`config.mk`:
```
export PLATFORM = sky130hd
export DESIGN_NAME = vram_console_ctrl
export DESIGN_NICKNAME = d
export VERILOG_FILES = /design/src/rtl/vram_console_ctrl.sv
export SDC_FILE = /design/constraint.sdc
export NUM_CORES = 1
export LEC_CHECK = 0
export CELL_PAD_IN_SITES_DETAIL_PLACEMENT = 1
export CELL_PAD_IN_SITES_GLOBAL_PLACEMENT = 1
export CORE_UTILIZATION = 48
export DETAILED_ROUTE_END_ITERATION = 7
export GPL_TIMING_DRIVEN = 0
export HOLD_SLACK_MARGIN = 0.08
export PLACE_DENSITY = 0.95
export RECOVER_POWER = 50
export SYNTH_ARGS = -nofsm -noshare
export SYNTH_HDL_FRONTEND = slang
export SYNTH_SLANG_ARGS = --single-unit
export TNS_END_PERCENT = 20
```
`constraint.sdc`:
```
create_clock -name clk -period 4.1 [get_ports clk]
set_clock_uncertainty 0.05 [all_clocks]
set_input_delay 0.82 -clock clk [delete_from_list [all_inputs] [get_ports clk]]
set_output_delay 0.82 -clock clk [all_outputs]
set_load 0.01 [all_outputs]
```
`src/rtl/vram_console_ctrl.sv`:
```
// vram_console_ctrl: text-console sequencer driving the character VRAM write port.
// Owns the cursor, translates printable/newline/backspace codes and runs screen/line clears.
`default_nettype none

module vram_console_ctrl #(
   parameter int         COLS   = 80,
   parameter int         ROWS   = 60,
   parameter logic [6:0] FILL   = 7'h20,
   parameter int         ADDR_W = 13
) (
   input  logic              clk,
   input  logic              clrn,
   input  logic              clear_req,
   input  logic              char_valid,
   input  logic [6:0]        char_data,
   output logic              char_ready,
   output logic              vram_we,
   output logic [ADDR_W-1:0] vram_addr,
   output logic [6:0]        vram_din,
   output logic [ADDR_W-1:0] cursor_addr,
   output logic              busy
);

   localparam int RW    = $clog2(ROWS);
   localparam int CLW   = $clog2(COLS);
   localparam int CW    = ADDR_W + 1;
   localparam int TOTAL = ROWS * COLS;

   typedef enum logic [1:0] {
      IDLE     = 2'd0,
      CLR_ALL  = 2'd1,
      CLR_LINE = 2'd2
   } state_t;

   state_t            state;
   logic [RW-1:0]     row;
   logic [CLW-1:0]    col;
   logic [ADDR_W-1:0] row_base;
   logic [CW-1:0]     clr_cnt;

   logic              accept;
   logic              printable;
   logic              is_newline;
   logic              is_bs;
   logic              last_col;
   logic              last_row;
   logic              row_change;
   logic [RW-1:0]     next_row;
   logic [ADDR_W-1:0] next_base;

   assign char_ready = (state == IDLE) && !clear_req;
   assign busy       = (state != IDLE);

   always_comb begin
      accept     = char_valid && char_ready;
      printable  = (char_data >= 7'h20) && (char_data <= 7'h7E);
      is_newline = (char_data == 7'h0A) || (char_data == 7'h0D);
      is_bs      = (char_data == 7'h08);
      last_col   = (col == CLW'(COLS - 1));
      last_row   = (row == RW'(ROWS - 1));
      // Wrapping to row 0 is not a scroll: the new row is simply cleared in place.
      next_row   = last_row ? '0 : row + RW'(1);
      next_base  = last_row ? '0 : row_base + ADDR_W'(COLS);
      row_change = accept && (is_newline || (printable && last_col));
   end

   always_ff @(posedge clk or negedge clrn) begin
      if (!clrn) begin
         state       <= CLR_ALL;
         row         <= '0;
         col         <= '0;
         row_base    <= '0;
         cursor_addr <= '0;
         clr_cnt     <= '0;
         vram_we     <= 1'b0;
         vram_addr   <= '0;
         vram_din    <= '0;
      end else begin
         vram_we <= 1'b0;
         case (state)
            IDLE: begin
               if (clear_req) begin
                  state   <= CLR_ALL;
                  clr_cnt <= '0;
               end else if (accept) begin
                  if (printable) begin
                     vram_we   <= 1'b1;
                     vram_addr <= cursor_addr;
                     vram_din  <= char_data;
                     if (!last_col) begin
                        col         <= col + CLW'(1);
                        cursor_addr <= cursor_addr + ADDR_W'(1);
                     end
                  end else if (is_bs && (col != '0)) begin
                     col         <= col - CLW'(1);
                     cursor_addr <= cursor_addr - ADDR_W'(1);
                     vram_we     <= 1'b1;
                     vram_addr   <= cursor_addr - ADDR_W'(1);
                     vram_din    <= FILL;
                  end
                  if (row_change) begin
                     col         <= '0;
                     row         <= next_row;
                     row_base    <= next_base;
                     cursor_addr <= next_base;
                     clr_cnt     <= '0;
                     state       <= CLR_LINE;
                  end
               end
            end
            CLR_ALL: begin
               if (clr_cnt == CW'(TOTAL)) begin
                  state       <= IDLE;
                  row         <= '0;
                  col         <= '0;
                  row_base    <= '0;
                  cursor_addr <= '0;
               end else begin
                  vram_we   <= 1'b1;
                  vram_addr <= ADDR_W'(clr_cnt);
                  vram_din  <= FILL;
                  clr_cnt   <= clr_cnt + CW'(1);
               end
            end
            CLR_LINE: begin
               if (clr_cnt == CW'(COLS)) begin
                  state <= IDLE;
               end else begin
                  vram_we   <= 1'b1;
                  vram_addr <= row_base + ADDR_W'(clr_cnt);
                  vram_din  <= FILL;
                  clr_cnt   <= clr_cnt + CW'(1);
               end
            end
            default: begin
               state   <= CLR_ALL;
               clr_cnt <= '0;
            end
         endcase
      end
   end

endmodule

`default_nettype wire

```
==> flow_summary.toml <==
[run_status]
status = "finished clean"

[pwr]
total_power_mw = 1.705
p_per_area_nw_per_um2 = 264.7
peakVddDrop_mv = 0.1746
p_leak_nw = 2.820

[yosys]
synthArstFlopShare = 1.000
synth_top_area_share = 0.3411
synth_edf_count = 0
ys_seq_elements = 76
avgSynthCellArea_sq_um = 8.275
seq_area_frac_synth = 0.3458
post_synth_instance_area_sq_um = 5503
synth_nets = 709
synth_area_leaders = "dfrtp_1 34%, nand2_1 8.0%, ha_1 7.0%, o21ai_0 4.2%, nor2_1 2.7%"
ys.flop_type = "dfrtp_1"
synth_cell_types = 70
ys.warnings.count = 0
netlist_instances = 665
synth_top_area_cell = "dfrtp_1"

[clock_network]
path_clk_slew_ns = 0.06
clockBufferDepth = 2
htree_levels = 3
clockRootBuffer = "clkbuf_16"
numClockSinks = 76
clk_latency_ns = 0.35
cts_hold_buf = 0
cts-buffers-inserted = 9
cts_tree = "yes"

[die]
io_pins = 47
floorplan.rows = 38
chipWidth_microns = 109.1
initial_core_util = 0.5010
core_sq_um = 10980
dieArea_sq_um = 11900
die-height_microns = 109.1

[final_layout]
mostFrequentLayoutCells = "117 x nand2_1, 75 x dfrtp_1, 46 x o21ai_0, 40 x nor2_1, 31 x ha_1"
final-seq-area_sq_um = 1903
area_growth_pct = 17.08
final_layout_size_suffix_gt1_frac = 0.05220
multi_input_area_sq_um = 3349
n_fill_cell = 1320
diodes = 0
layout_commonest_cell = "nand2_1"
nets = 767

[setup_path]
cp_top_family = "buffers and inverters"
crit_path_end_kind = "register"
slowest_delay_ns = 0.59
critPathLaunchType = "primary input"
crit_arrival_ns = 3.96
rrSetupSlack_ns = 1.04
cp_max_fo = 11
critPathBufInv = 3
cp_slowest_cell = "clkdlybuf4s50_1"
worstPathCellList = "clkdlybuf4s50_1 > and4_1 > a21o_1 > inv_1 > buf_2 > fa_1 > nor2b_1 > o31ai_1 > a21oi_1 > xnor2_1 > o21bai_1 > a22o_1"
critPathKind = "primary input to register"
cp.depth = 12
critPathRequiredTime_ns = 4.29
r2r_start = "clr_cnt[2]$_DFFE_PN0P_"
r2r-end = "vram_addr[12]$_DFFE_PN0P_"
worstRegToRegCells = 7

[routing]
routed_wl_microns = 20030
vias_per_cell = 6.682
wire_per_inst_microns = 23.08
wl_met3_microns = 1261
wl_met1_microns = 8029
met2_length_microns = 9762
drt-initial-drc-count = 466
vias = 5800
ant_nets = 0
first_pass_iters = 5
remaining_drc_errors = 0
topRoutingLayerUsed = "met4"

[timing]
tns_ns = 0
setup_violations = 0
finalCriticalPeriod_ns = 3.766
rsz0062_at_grt = "no"
fmax_mhz = 265.5
drv_slew = 0
slew_headroom = 0.02541
finalCritPeriodShare = 0.9186
hold_viol_final = 0
max_slew.worst_pin.slew_ns = 1.462

[global_route]
overflow = 0
antenna_found_initial = 0
grt_max_degree = 54
grt_usage = 0.3562
grt_pass1_wl_microns = 31640
grt_pass1_vias = 6101

[hold_path]
hp-class = "register to register"
hp-start = "vram_addr[9]$_DFFE_PN0P_"
holdPathEnd = "vram_addr[9]$_DFFE_PN0P_"
hold_depth = 2

[placed_design]
hpwl_microns = 14010
numPortBuffers = 46
gp_congestion = 0.9122

[flow_run]
max_cap_viol_count = 0
-- Yosys cell counts, types with 6 or more instances --
| cell | instances |
|---|---|
| o221ai_1 | 6 |
| a211oi_1 | 6 |
| and2_1 | 9 |
| a21oi_1 | 27 |
| a31oi_1 | 9 |
| nor2b_1 | 10 |
| nor3_1 | 11 |
| nor2_1 | 40 |
| ha_1 | 31 |
| nand4_1 | 13 |
| xnor2_1 | 12 |
| clkbuf_1 | 29 |
| inv_1 | 23 |
| nand3b_1 | 11 |
| nand3_1 | 28 |
| o31ai_1 | 15 |
| o22a_1 | 11 |
| dfrtp_1 | 75 |
| buf_2 | 6 |
| nand2_1 | 117 |
| o21ai_0 | 46 |
| xor2_1 | 14 |
| a21o_1 | 9 |
-- state kept, by name, indices dropped and copies added, names as in the netlist --
signal       cells
cursor_addr     13
vram_we          1
vram_din         7
row_base        13
row              6
state            2
col              7
vram_addr       13
clr_cnt         14
-- logic make-up (layout without fill, tap and decap cells) --
kind of cell	after synthesis	count (layout)	share of synthesized area
fa+ha+maj	33	33	0.07776
xor+xnor	26	26	0.04138
simple gates	278	278	0.2499
mux	3	3	0.005684
buf+inv	62	125	0.04547
flops	76	76	0.3458
compound gates	187	187	0.2340
-- worst reg2reg max path, cell delays in order, from the launching register on --
cell and delay, ns:
dfrtp_1 0.54, ha_1 0.36, nor2b_1 0.21, o31ai_1 0.85, a311oi_1 0.25, mux2i_1 0.22, o22ai_1 0.14, o21ai_0 0.32
-- through the flow --
step / area, sq um / hold WS (ns) / utilization / setup WS, ns / cells
6_report: 6442 / 0.4239 / 0.5866 / 0.3338 / 868
5_1_grt: 6442 / 0.4605 / 0.5866 / 0.2447 / 868
3_3_place_gp: 6138 / 0.4171 / 0.5589 / -0.5829 / 851
3_5_place_dp: 6163 / 0.4203 / 0.5612 / -0.09293 / 852
4_1_cts: 6467 / 0.3472 / 0.5889 / 0.2016 / 868
2_1_floorplan: 5503 / 0.4190 / - / 1.095 / 665
-- metal layers --
layer | vias to the layer above | track usage
met1 | 2888 | 0.4191
met2 | 285 | 0.5925
met4 | 0 | 0.2288
li1 | 2549 | -
met3 | 78 | 0.06874
met5 | - | 0
-- area by class of cell --
cell class / count / area share
sequential: 76 / 0.2954
clock inverter: 4 / 0.007380
timing repair buffer: 47 / 0.07128
multi-input combinational: 527 / 0.5199
tap: 140 / 0.02719
buffer: 39 / 0.02564
clock buffer: 12 / 0.03981
inverter: 23 / 0.01340
-- what timing repair did --
action	in CTS	in global routing
setup buffers	0	0
hold endpoints to repair	0	0
setup endpoints to repair	0	1
resized for setup	0	2
-- how the worst max path moves through the flow --
stage | start | endpoint | slack (ns)
5_1_grt | char_data[2] | col[6]$_DFFE_PN0P_ | 0.24
2_1_floorplan | char_data[2] | col[6]$_DFFE_PN0P_ | 1.10
4_1_cts | char_data[2] | col[6]$_DFFE_PN0P_ | 0.20
6_report | char_data[2] | col[6]$_DFFE_PN0P_ | 0.33
3_3_place_gp | clrn | vram_we$_DFF_PN0_ | -0.58
3_5_place_dp | char_data[2] | col[6]$_DFFE_PN0P_ | -0.09
-- power breakdown --
| group | internal [mW] | switching (mW) | total (mW) | leakage (nW) |
|---|---|---|---|---|
| clock | 0.503 | 0.342 | 0.845 | 0.149 |
| combinational | 0.0366 | 0.0653 | 0.102 | 1.73 |
| sequential | 0.753 | 0.00502 | 0.758 | 0.937 |
(Power assumes the default switching activity.)
